File: config.mk
export PLATFORM = sky130hd
export DESIGN_NAME = arb_out_fifo
export DESIGN_NICKNAME = d
export VERILOG_FILES = /design/src/rtl/arb_pkg.sv /design/src/rtl/arb_fifo_mem.sv /design/src/rtl/arb_out_fifo.sv
export SDC_FILE = /design/constraint.sdc
export NUM_CORES = 1
export LEC_CHECK = 0
export BUFFER_PORTS_ARGS = -buffer_cell sky130_fd_sc_hd__buf_4
export CORE_MARGIN = 10
export CORE_UTILIZATION = 61
export CTS_BUF_LIST = sky130_fd_sc_hd__clkbuf_4 sky130_fd_sc_hd__clkbuf_8
export DETAILED_ROUTE_END_ITERATION = 10
export PLACE_DENSITY = 0.77
export SLEW_MARGIN = 40
export SYNTH_ARGS = -nofsm -noshare
export SYNTH_HDL_FRONTEND = slang
export SYNTH_HIERARCHICAL = 1
export SYNTH_SLANG_ARGS = --single-unit
File: constraint.sdc
create_clock -name clk -period 9.4 [get_ports clk]
set_clock_uncertainty 0.15 [all_clocks]
set_input_delay 1.88 -clock clk [delete_from_list [all_inputs] [get_ports clk]]
set_output_delay 1.88 -clock clk [all_outputs]
set_load 0.02 [all_outputs]
File: src/rtl/arb_pkg.sv
// Shared arbiter-side definitions: mode/source encodings and the FIFO entry layout.
// The entry payload width follows ARB_DW; override that macro at build time to
// change the data width seen by arb_out_fifo.
`ifndef ARB_DW
`define ARB_DW 32
`endif

package arb_pkg;

  localparam int unsigned ARB_DW = `ARB_DW;

  // Mode encodings carried alongside each granted word.
  localparam logic [1:0] MODE_IDLE = 2'b00;
  localparam logic [1:0] MODE_SLV0 = 2'b01;
  localparam logic [1:0] MODE_SLV1 = 2'b10;

  // Arbiter data_source encodings.
  localparam logic SRC_SLV0 = 1'b0;
  localparam logic SRC_SLV1 = 1'b1;

  // One buffered word plus its sideband, packed MSB-first as {mode, proc_val, source, data}.
  typedef struct packed {
    logic [1:0]        mode;
    logic [7:0]        proc_val;
    logic              source;
    logic [ARB_DW-1:0] data;
  } arb_entry_t;

  localparam int unsigned ENTRY_W = $bits(arb_entry_t);

endpackage

File: src/rtl/arb_fifo_mem.sv
// Entry storage for arb_out_fifo: one synchronous write port, one asynchronous
// read port. Pure storage, no control logic.
module arb_fifo_mem #(
  parameter  int unsigned W     = 43,
  parameter  int unsigned DEPTH = 8,
  localparam int unsigned AW    = $clog2(DEPTH)
) (
  input  logic          clk,
  input  logic          we,
  input  logic [AW-1:0] waddr,
  input  logic [W-1:0]  wdata,
  input  logic [AW-1:0] raddr,
  output logic [W-1:0]  rdata
);

  logic [W-1:0] mem_q [DEPTH];

  // Capture the write entry at the write pointer.
  // NOTE: the array has no reset; entries are only observable after a push,
  // and the empty mask in the parent hides stale contents.
  always_ff @(posedge clk) begin
    if (we) begin
      mem_q[waddr] <= wdata;
    end
  end

  assign rdata = mem_q[raddr];

endmodule

File: src/rtl/arb_out_fifo.sv
// Output FIFO behind the two-slave arbiter: buffers granted words with their
// sideband, presents them first-word-fall-through, and raises fifo_full early
// enough that SKID in-flight words still fit.
// Optional build macro: ARB_OUT_FIFO_SRC_STATS_EN adds per-source accepted-word
// counters (src0_words, src1_words).
module arb_out_fifo
  import arb_pkg::*;
#(
  parameter  int unsigned DW    = ARB_DW,
  parameter  int unsigned DEPTH = 8,
  parameter  int unsigned SKID  = 1,
  localparam int unsigned CW    = $clog2(DEPTH) + 1,
  localparam int unsigned AW    = CW - 1
) (
  input  logic          clk,
  input  logic          rst,
  input  logic          wr_valid,
  input  logic [DW-1:0] wr_data,
  input  logic [1:0]    wr_mode,
  input  logic [7:0]    wr_proc_val,
  input  logic          wr_source,
  output logic          fifo_full,
  output logic          fifo_almost_empty,
  output logic          rd_valid,
  input  logic          rd_ready,
  output logic [DW-1:0] rd_data,
  output logic [1:0]    rd_mode,
  output logic [7:0]    rd_proc_val,
  output logic          rd_source,
  output logic [CW-1:0] fifo_count,
`ifdef ARB_OUT_FIFO_SRC_STATS_EN
  output logic [15:0]   src0_words,
  output logic [15:0]   src1_words,
`endif
  output logic          ovf_err,
  input  logic          clr_err
);

  logic [CW-1:0] count_q, count_d;
  logic [AW-1:0] wr_ptr_q, wr_ptr_d;
  logic [AW-1:0] rd_ptr_q, rd_ptr_d;
  logic          full_q, full_d;
  logic          ovf_q, ovf_d;
  logic          push, pop, drop;

  arb_entry_t           wr_entry;
  arb_entry_t           rd_entry;
  logic [ENTRY_W-1:0]   mem_rdata;

  // Handshake decode, pointer/count/flag next-state.
  // NOTE: every always_comb output gets a default first so no path leaves it
  // unassigned and no latch is inferred.
  always_comb begin
    pop      = (count_q != '0) && rd_ready;
    push     = wr_valid && ((count_q < CW'(DEPTH)) || pop);
    drop     = wr_valid && !push;
    count_d  = count_q;
    wr_ptr_d = wr_ptr_q;
    rd_ptr_d = rd_ptr_q;
    if (push) wr_ptr_d = wr_ptr_q + 1'b1;
    if (pop)  rd_ptr_d = rd_ptr_q + 1'b1;
    unique case ({push, pop})
      2'b10:   count_d = count_q + CW'(1);
      2'b01:   count_d = count_q - CW'(1);
      default: count_d = count_q;
    endcase
    // Threshold on the next count so fifo_full rises on the edge it is reached.
    full_d = (count_d >= CW'(DEPTH - SKID));
    // A new overflow beats a same-cycle clear.
    if (drop)         ovf_d = 1'b1;
    else if (clr_err) ovf_d = 1'b0;
    else              ovf_d = ovf_q;
  end

  // Control state register.
  // NOTE: sequential state uses non-blocking assignments only, so every flop
  // samples pre-edge values regardless of statement order.
  always_ff @(posedge clk or posedge rst) begin
    if (rst) begin
      count_q  <= '0;
      wr_ptr_q <= '0;
      rd_ptr_q <= '0;
      full_q   <= 1'b0;
      ovf_q    <= 1'b0;
    end else begin
      count_q  <= count_d;
      wr_ptr_q <= wr_ptr_d;
      rd_ptr_q <= rd_ptr_d;
      full_q   <= full_d;
      ovf_q    <= ovf_d;
    end
  end

  // Pack the incoming word and sideband into one entry.
  always_comb begin
    wr_entry          = '0;
    wr_entry.mode     = wr_mode;
    wr_entry.proc_val = wr_proc_val;
    wr_entry.source   = wr_source;
    wr_entry.data     = wr_data;
  end

  arb_fifo_mem #(
    .W     (ENTRY_W),
    .DEPTH (DEPTH)
  ) u_mem (
    .clk   (clk),
    .we    (push),
    .waddr (wr_ptr_q),
    .wdata (wr_entry),
    .raddr (rd_ptr_q),
    .rdata (mem_rdata)
  );

  // Head presentation, forced to zero while empty.
  always_comb begin
    rd_entry = '0;
    if (rd_valid) rd_entry = arb_entry_t'(mem_rdata);
  end

  assign rd_valid          = (count_q != '0);
  assign rd_data           = rd_entry.data;
  assign rd_mode           = rd_entry.mode;
  assign rd_proc_val       = rd_entry.proc_val;
  assign rd_source         = rd_entry.source;
  assign fifo_count        = count_q;
  assign fifo_almost_empty = (count_q <= CW'(1));
  assign fifo_full         = full_q;
  assign ovf_err           = ovf_q;

`ifdef ARB_OUT_FIFO_SRC_STATS_EN
  logic [15:0] src0_q, src0_d;
  logic [15:0] src1_q, src1_d;

  // Saturating per-source counts of accepted pushes; clr_err zeroes both.
  always_comb begin
    src0_d = src0_q;
    src1_d = src1_q;
    if (clr_err) begin
      src0_d = '0;
      src1_d = '0;
    end else if (push) begin
      if (wr_source == SRC_SLV0) begin
        if (src0_q != 16'hFFFF) src0_d = src0_q + 16'd1;
      end else begin
        if (src1_q != 16'hFFFF) src1_d = src1_q + 16'd1;
      end
    end
  end

  // Stats counter register.
  always_ff @(posedge clk or posedge rst) begin
    if (rst) begin
      src0_q <= '0;
      src1_q <= '0;
    end else begin
      src0_q <= src0_d;
      src1_q <= src1_d;
    end
  end

  assign src0_words = src0_q;
  assign src1_words = src1_q;
`endif

endmodule
==> results of run 1 <==
[sequential cells by signal (all words and copies together) (netlist names)]
| register | cells |
|---|---|
| u_mem/mem_q | 344 |
| fifo_count | 4 |
| rd_ptr_q | 3 |
| wr_ptr_q | 3 |
| fifo_full | 1 |
| ovf_err | 1 |
[path summary, 6_finish.rpt]
kind	startpoint	to	slack (ps)	cells after the start
max	rd_ptr_q[0]	rd_data[10]	4130	5
min reg2reg	wr_ptr_q[2]	wr_ptr_q[2]	370	1
max reg2reg	fifo_count[0]	fifo_full	6370	9
min	wr_ptr_q[2]	wr_ptr_q[2]	370	1
min in group asynchronous	rst	fifo_count[0]	1180	2
max in group asynchronous	rst	rd_ptr_q[0]	7550	2
[per-stage QoR]
step	total power (uW)	instance area [um^2]
6_report	5270	16300
5_1_grt	5530	16300
4_1_cts	5330	16300
3_5_place_dp	4150	15200
3_3_place_gp	4070	15200
2_1_floorplan	3520	14100
[cells in the mapped netlist, types with 2 or more instances]
master and instances:
and2_1 43, buf_12 5, buf_2 10, clkbuf_1 12, dfrtp_1 12, edfxtp_1 344, ha_1 8, inv_1 8
mux2_2 5, mux2_4 40, mux4_1 3, mux4_2 83, nand2_1 7, nand2b_1 6, nand3_1 2, nor2_1 7
nor3_1 2, o21ai_0 2, xnor2_1 4
[cell type report]
type | count | area, um^2 | area share (%)
Antenna cell | 1 | 2.50 | 0.0154
Clock buffer | 74 | 925 | 5.69
Clock inverter | 25 | 106 | 0.654
Inverter | 8 | 30.0 | 0.185
Multi-Input combinational cell | 227 | 3320 | 20.4
Sequential cell | 356 | 10600 | 65.4
Tap cell | 285 | 357 | 2.19
Timing Repair Buffer | 112 | 878 | 5.40
[where the power goes]
group          switching, uW  internal (uW)
combinational            945            990
sequential               159           1990
clock                    548            634
total                   1650           3620
[per-layer routing]
| layer | routed length, um | up-vias |
|---|---|---|
| met1 | 10800 | 3435 |
| met4 | 483 | 2 |
| met3 | 1720 | 49 |
| li1 | - | 2845 |
| met5 | 14 | - |
| met2 | 14100 | 190 |
[logic make-up (layout without fill, tap and decap cells)]
| kind of cell | Yosys count | count (layout) | synth area share (%) |
|---|---|---|---|
| AO/OA/AOI/OAI | 11 | 11 | 0.602 |
| XOR/XNOR | 4 | 4 | 0.248 |
| adder cells (fa/ha/maj) | 8 | 8 | 0.708 |
| buffers and inverters | 37 | 219 | 1.70 |
| flip-flops | 356 | 356 | 75.2 |
| multiplexers | 132 | 132 | 18.5 |
| other | 0 | 1 | 0 |
| AND/OR/NAND/NOR | 72 | 72 | 3.03 |
[layout by cell type, fill, tap and decap left out, types with 9 or more instances in the layout]
| cell type | n |
|---|---|
| dfrtp_1 | 9 |
| clkbuf_8 | 59 |
| clkinv_1 | 17 |
| clkbuf_4 | 15 |
| edfxtp_1 | 344 |
| mux4_2 | 83 |
| buf_4 | 109 |
| mux2_4 | 40 |
| and2_1 | 43 |
==> results.txt, run 1 <==
status = finished, final reports clean
CTS tree = yes
fin crit period = 5270 ps
DR iter-0 viols = 533
Post-synth EDFFs = 344
Post-DP HPWL = 15.5 mm
RSZ-0062 raised after global routing = no
vias in the first global route = 7039
Slew Limit Headroom = 43.4%
I/O Pins = 99
clock-pin slew on the worst setup and hold paths = 60 ps
Hold WC Path Type = reg -> reg
Fmax achieved = 190 MHz
DRC errors left = 0
syn nets = 676
CP Launch Type = flop
Top delay family on crit path = multiplexers
met1 Use GR = 24.1%
Clock Sinks = 356
first-pass GRT wire length = 41.5 mm
Worst-Margin Slew = 846 ps
setup slack after layout = 4130 ps
routed vias/inst = 5.99
fill cell count = 1344
Die ar. = 29700 um^2
Port Buffers = 98
post-synthesis sequential area ratio = 75.2%
Core ar. = 22700 um^2
leakage = 0.00559 uW
Critical Path AT = 3240 ps
post-synthesis register bit count = 356
pre-CTS setup slack = 4650 ps
final net count = 814
initial core utilization = 62.2%
Detailed Routing Iterations Pass 1 = 5
count of final hold-check violations = 0
Post-Syn Area = 14100 um^2
largest net degree at the start of global routing = 51
Final Core Density = 71.6%
CTS max path bufs = 3
postcts setup bufs = 0
worst path cell trace = buf_4, mux4_1, mux2_4, and2_1, buf_4
initial antenna violation count = 2
top cell type by total area after synthesis = edfxtp_1
hold slack final = 375 ps
CP Max Fanout = 37
Rows = 55
MaxCap Viol Count = 0
GRT Residual Overflow = 0
Syn. warnings = 6
P&R area growth vs syn = 15.1%
layout cells sized above 1 = 42.3%
ys async rst share = 3.37%
CTS Buf Count = 53
met3 global-route usage = 4.56%
most frequent cell on the critical path = buf_4
Non-Filler Instances = 1088
met2 usage = 31.5%
Chip Width = 172 um
Wirelength per Cell = 24.9 um
Yosys cell types = 36
slowest cell on the critical path = dfrtp_4
Worst VDD drop = 0.000236 V
vias = 6521
period utilization = 56.0%
Root Buffer = clkbuf_8
crit-path max cell delay = 750 ps
cts hold-fix bufs = 0
critical path required time = 7370 ps
H-tree Lvls = 2
Detail Route Antenna Nets = 0
Top Usage Layer GRT = met2
setup_tns = 0 ps
DRT Wirelength = 27.1 mm
RePlAce Congestion = 0.780
Mapped Avg Cell Area = 22.8 um^2
Post-Synthesis Cells = 620
Die Y-Extent = 172 um
clk_lat worst skew = 570 ps
Synth Flop Type = edfxtp_1
Yosys top cell area share = 73.1%
Cells after DPL = 988
cts repair resizes = 0
final-report setup violation count = 0
Final Slew Violations = 0
GRT Resource Usage Total = 18.8%
total power per unit cell area = 324 nW/um^2
buffer and inverter count on the worst path = 2
critical path type = reg -> out
Setup crit end kind = output pin
Synth area leaders = edfxtp_1 73%, mux4_2 13%, mux2_4 4.2%, dfrtp_1 2.1%, and2_1 1.9%
Note: power is estimated with default switching activity, not from simulation.
==> run 2: changes to the inputs <==
--- a/config.mk
+++ b/config.mk
@@ -5,6 +5,7 @@
 export SDC_FILE = /design/constraint.sdc
 export NUM_CORES = 1
 export LEC_CHECK = 0
+export ABC_AREA = 1
 export BUFFER_PORTS_ARGS = -buffer_cell sky130_fd_sc_hd__buf_4
 export CORE_MARGIN = 10
 export CORE_UTILIZATION = 61
==> constraint.sdc (replaced) <==
create_clock -name clk -period 5.2 [get_ports clk]
set_clock_uncertainty 0.15 [all_clocks]
set_input_delay 1.04 -clock clk [delete_from_list [all_inputs] [get_ports clk]]
set_output_delay 1.04 -clock clk [all_outputs]
set_load 0.02 [all_outputs]
==> run 2 against run 1 <==
Net effect:
- global-route usage increased by 1.9 points
- power increased by 95%
- via count up 69%
- clock power is 83% higher
- synthesized cell count grew to 2.7 times the previous value
- area after synthesis increased by 14%
==> results.txt, run 2 <==
status = finished, final reports clean
setup slack after layout = 857 ps (-3280 ps)
Biggest register = u_mem/mem_q
Post-DP HPWL = 20.1 mm (+30%)
clock-pin slew on the worst setup and hold paths = 60 ps (about the same)
Switching Share = 40.2% (+8.9 points)
ys async rst share = 3.37% (unchanged)
DRC errors left = 0 (unchanged)
most frequent cells in the layout = 596 x nand2_1, 403 x inv_1, 344 x edfxtp_1
Synth top cells by count = 596 x nand2_1, 403 x inv_1, 344 x edfxtp_1, 182 x nand3_1, 54 x nor2_1
vias in the first global route = 10800 (+54%)
CTS max path bufs = 3 (unchanged)
Syn. warnings = 6 (unchanged)
Final Core Density = 70.2% (-1.4 points)
setup_tns = 0 ps (unchanged)
Net Sw Power = 4130 uW (+150%)
CP Max Fanout = 60 (+62%)
Port Buffers = 98 (unchanged)
post-synthesis sequential area ratio = 66.2% (-9.0 points)
syn nets = 1742 (+160%)
CTS Buf Count = 55 (+3.8%)
Hold WC Path Type = in -> async
top cell type by total area after synthesis = edfxtp_1
Setup crit end kind = output pin
cts hold-fix bufs = 0 (unchanged)
final-report setup violation count = 0 (unchanged)
Final Slew Violations = 0 (unchanged)
Synth Flop Type = edfxtp_1
postcts setup bufs = 0 (unchanged)
max FFs per register = 344 (unchanged)
CP Launch Type = flop
layout cells sized above 1 = 12.2% (-30 points)
count of final hold-check violations = 0 (unchanged)
Die ar. = 33200 um^2 (+12%)
Detailed Routing Iterations Pass 1 = 5 (unchanged)
total power per unit cell area = 562 nW/um^2 (+73%)
Critical Path AT = 3150 ps (-90 ps)
leakage = 0.00872 uW (+56%)
DR iter-0 viols = 914 (+71%)
pre-CTS setup slack = 1520 ps (-3130 ps)
Chip Width = 182 um (+5.8%)
GRT Resource Usage Total = 20.7% (+1.9 points)
Fmax achieved = 230 MHz
first-pass GRT wire length = 55.5 mm (+34%)
final net count = 1855 (+130%)
initial antenna violation count = 0 (-2)
Mapped Avg Cell Area = 9.52 um^2 (-58%)
Detail Route Antenna Nets = 0 (unchanged)
Core ar. = 26000 um^2 (+14%)
I/O Pins = 99 (unchanged)
Clock Sinks = 356 (unchanged)
critical path type = reg -> out
crit path from = rd_ptr_q[0]
critical path required time = 4010 ps (-3360 ps)
CTS tree = yes
DRT Wirelength = 34.8 mm (+28%)
Worst VDD drop = 0.000402 V (+71%)
Crit Reg-Reg Startpoint = fifo_count[0]
Int Power = 6130 uW (+69%)
Die Y-Extent = 182 um (+5.8%)
P&R area growth vs syn = 13.6%
RePlAce Congestion = 0.783 (+0.41%)
MaxCap Viol Count = 0 (unchanged)
initial core utilization = 61.8% (-0.44 points)
GRT Residual Overflow = 0 (unchanged)
vias = 11000 (+69%)
Post-Synthesis Cells = 1686 (+170%)
RSZ-0062 raised after global routing = no
Post-Syn Area = 16100 um^2 (+14%)
Worst-Margin Slew = 829 ps (-17.8 ps)
cts repair resizes = 0 (unchanged)
count leader, synth = nand2_1
combinational share of power = 41.4% (+4.7 points)
fin crit period = 4340 ps
Synth area leaders = edfxtp_1 64%, nand2_1 14%, inv_1 9.4%, nand3_1 5.7%, dfrtp_1 1.9%
Post-synth EDFFs = 344 (unchanged)
H-tree Lvls = 2 (unchanged)
Root Buffer = clkbuf_8
routed vias/inst = 5.08 (-15%)
Reg power frac = 37.5% (-3.4 points)
clk_lat worst skew = 590 ps (+20 ps)
hold slack final = 314 ps (-60.8 ps)
Rows = 59 (+7.3%)
largest net degree at the start of global routing = 89 (+75%)
Yosys cell types = 20 (-44%)
period utilization = 83.5%
Yosys top cell area share = 64.3% (-8.8 points)
ant diodes = 0 (-1)
Slew Limit Headroom = 44.8% (+1.3 points)
most common cell after layout, fill and taps aside = nand2_1
Wirelength per Cell = 16.0 um (-36%)
r2r worst-path depth = 10 (+1)
post-synthesis register bit count = 356 (unchanged)
clock share of power = 21.1% (-1.3 points)
-- run 2: worst paths after layout --
path	to	slack [ps]
setup / recovery	rd_data[12]	860
hold / removal	wr_ptr_q[2]	310
setup reg to reg	u_mem/mem_q[7][7]	1850
hold reg to reg	wr_ptr_q[0]	380
max in group asynchronous	rd_ptr_q[0]	4230
min in group clk	wr_ptr_q[0]	380
-- run 2: worst max-delay path: stages, from the launching register on --
cell,delay (ps)
dfrtp_4,750
inv_4,570
buf_4,460
nand2_1,110
nand3_1,90
nand2_1,60
nand2_1,60
nand2_1,110
inv_1,80
nor2_1,50
buf_4,180
-- run 2: routing by layer --
metal,GRT usage (%),wire (um),up-vias
met4,7.00,727,0
met5,0,0,-
li1,-,-,5392
met1,26.0,14500,5184
met2,35.4,17100,390
met3,3.92,2420,67
-- run 2: logic make-up (layout without fill, tap and decap cells) --
family / Yosys count / after routing / share of synthesized area [%]
AOI/OAI and AO/OA: 3 / 3 / 0.109
xor gates and xnor gates: 4 / 4 / 0.218
adders and majority gates: 8 / 8 / 0.623
buffers and inverters: 479 / 628 / 11.7
DFF: 356 / 356 / 66.2
and+or+nand+nor: 836 / 836 / 21.2
-- run 2: power by group through the flow --
| stage | clock network (uW) | registers [uW] | logic (uW) |
|---|---|---|---|
| finish | 2160 | 3840 | 4250 |
| detailed placement | 0 | 3900 | 4240 |
| global placement | 0 | 3880 | 4110 |
| floorplan | 0 | 3790 | 2890 |
| global route | 2340 | 3880 | 4740 |
| CTS | 2210 | 3840 | 4270 |
-- run 2: cell type report --
type	count	area, um^2
Clock buffer	71	877
Clock inverter	22	134
Fill cell	1891	7740
Inverter	410	1550
Multi-Input combinational cell	851	3610
Sequential cell	356	10600
Tap cell	335	419
Timing Repair Buffer	125	1020
-- run 2: metrics by stage --
stage                     total power, uW  std cells  area (um^2)
after floorplan                      6680       1686        16100
after global placement               7990       2073        17200
after detailed placement             8140       2077        17200
after CTS                           10300       2170        18200
after global routing                11000       2170        18200
final                               10300       2170        18200
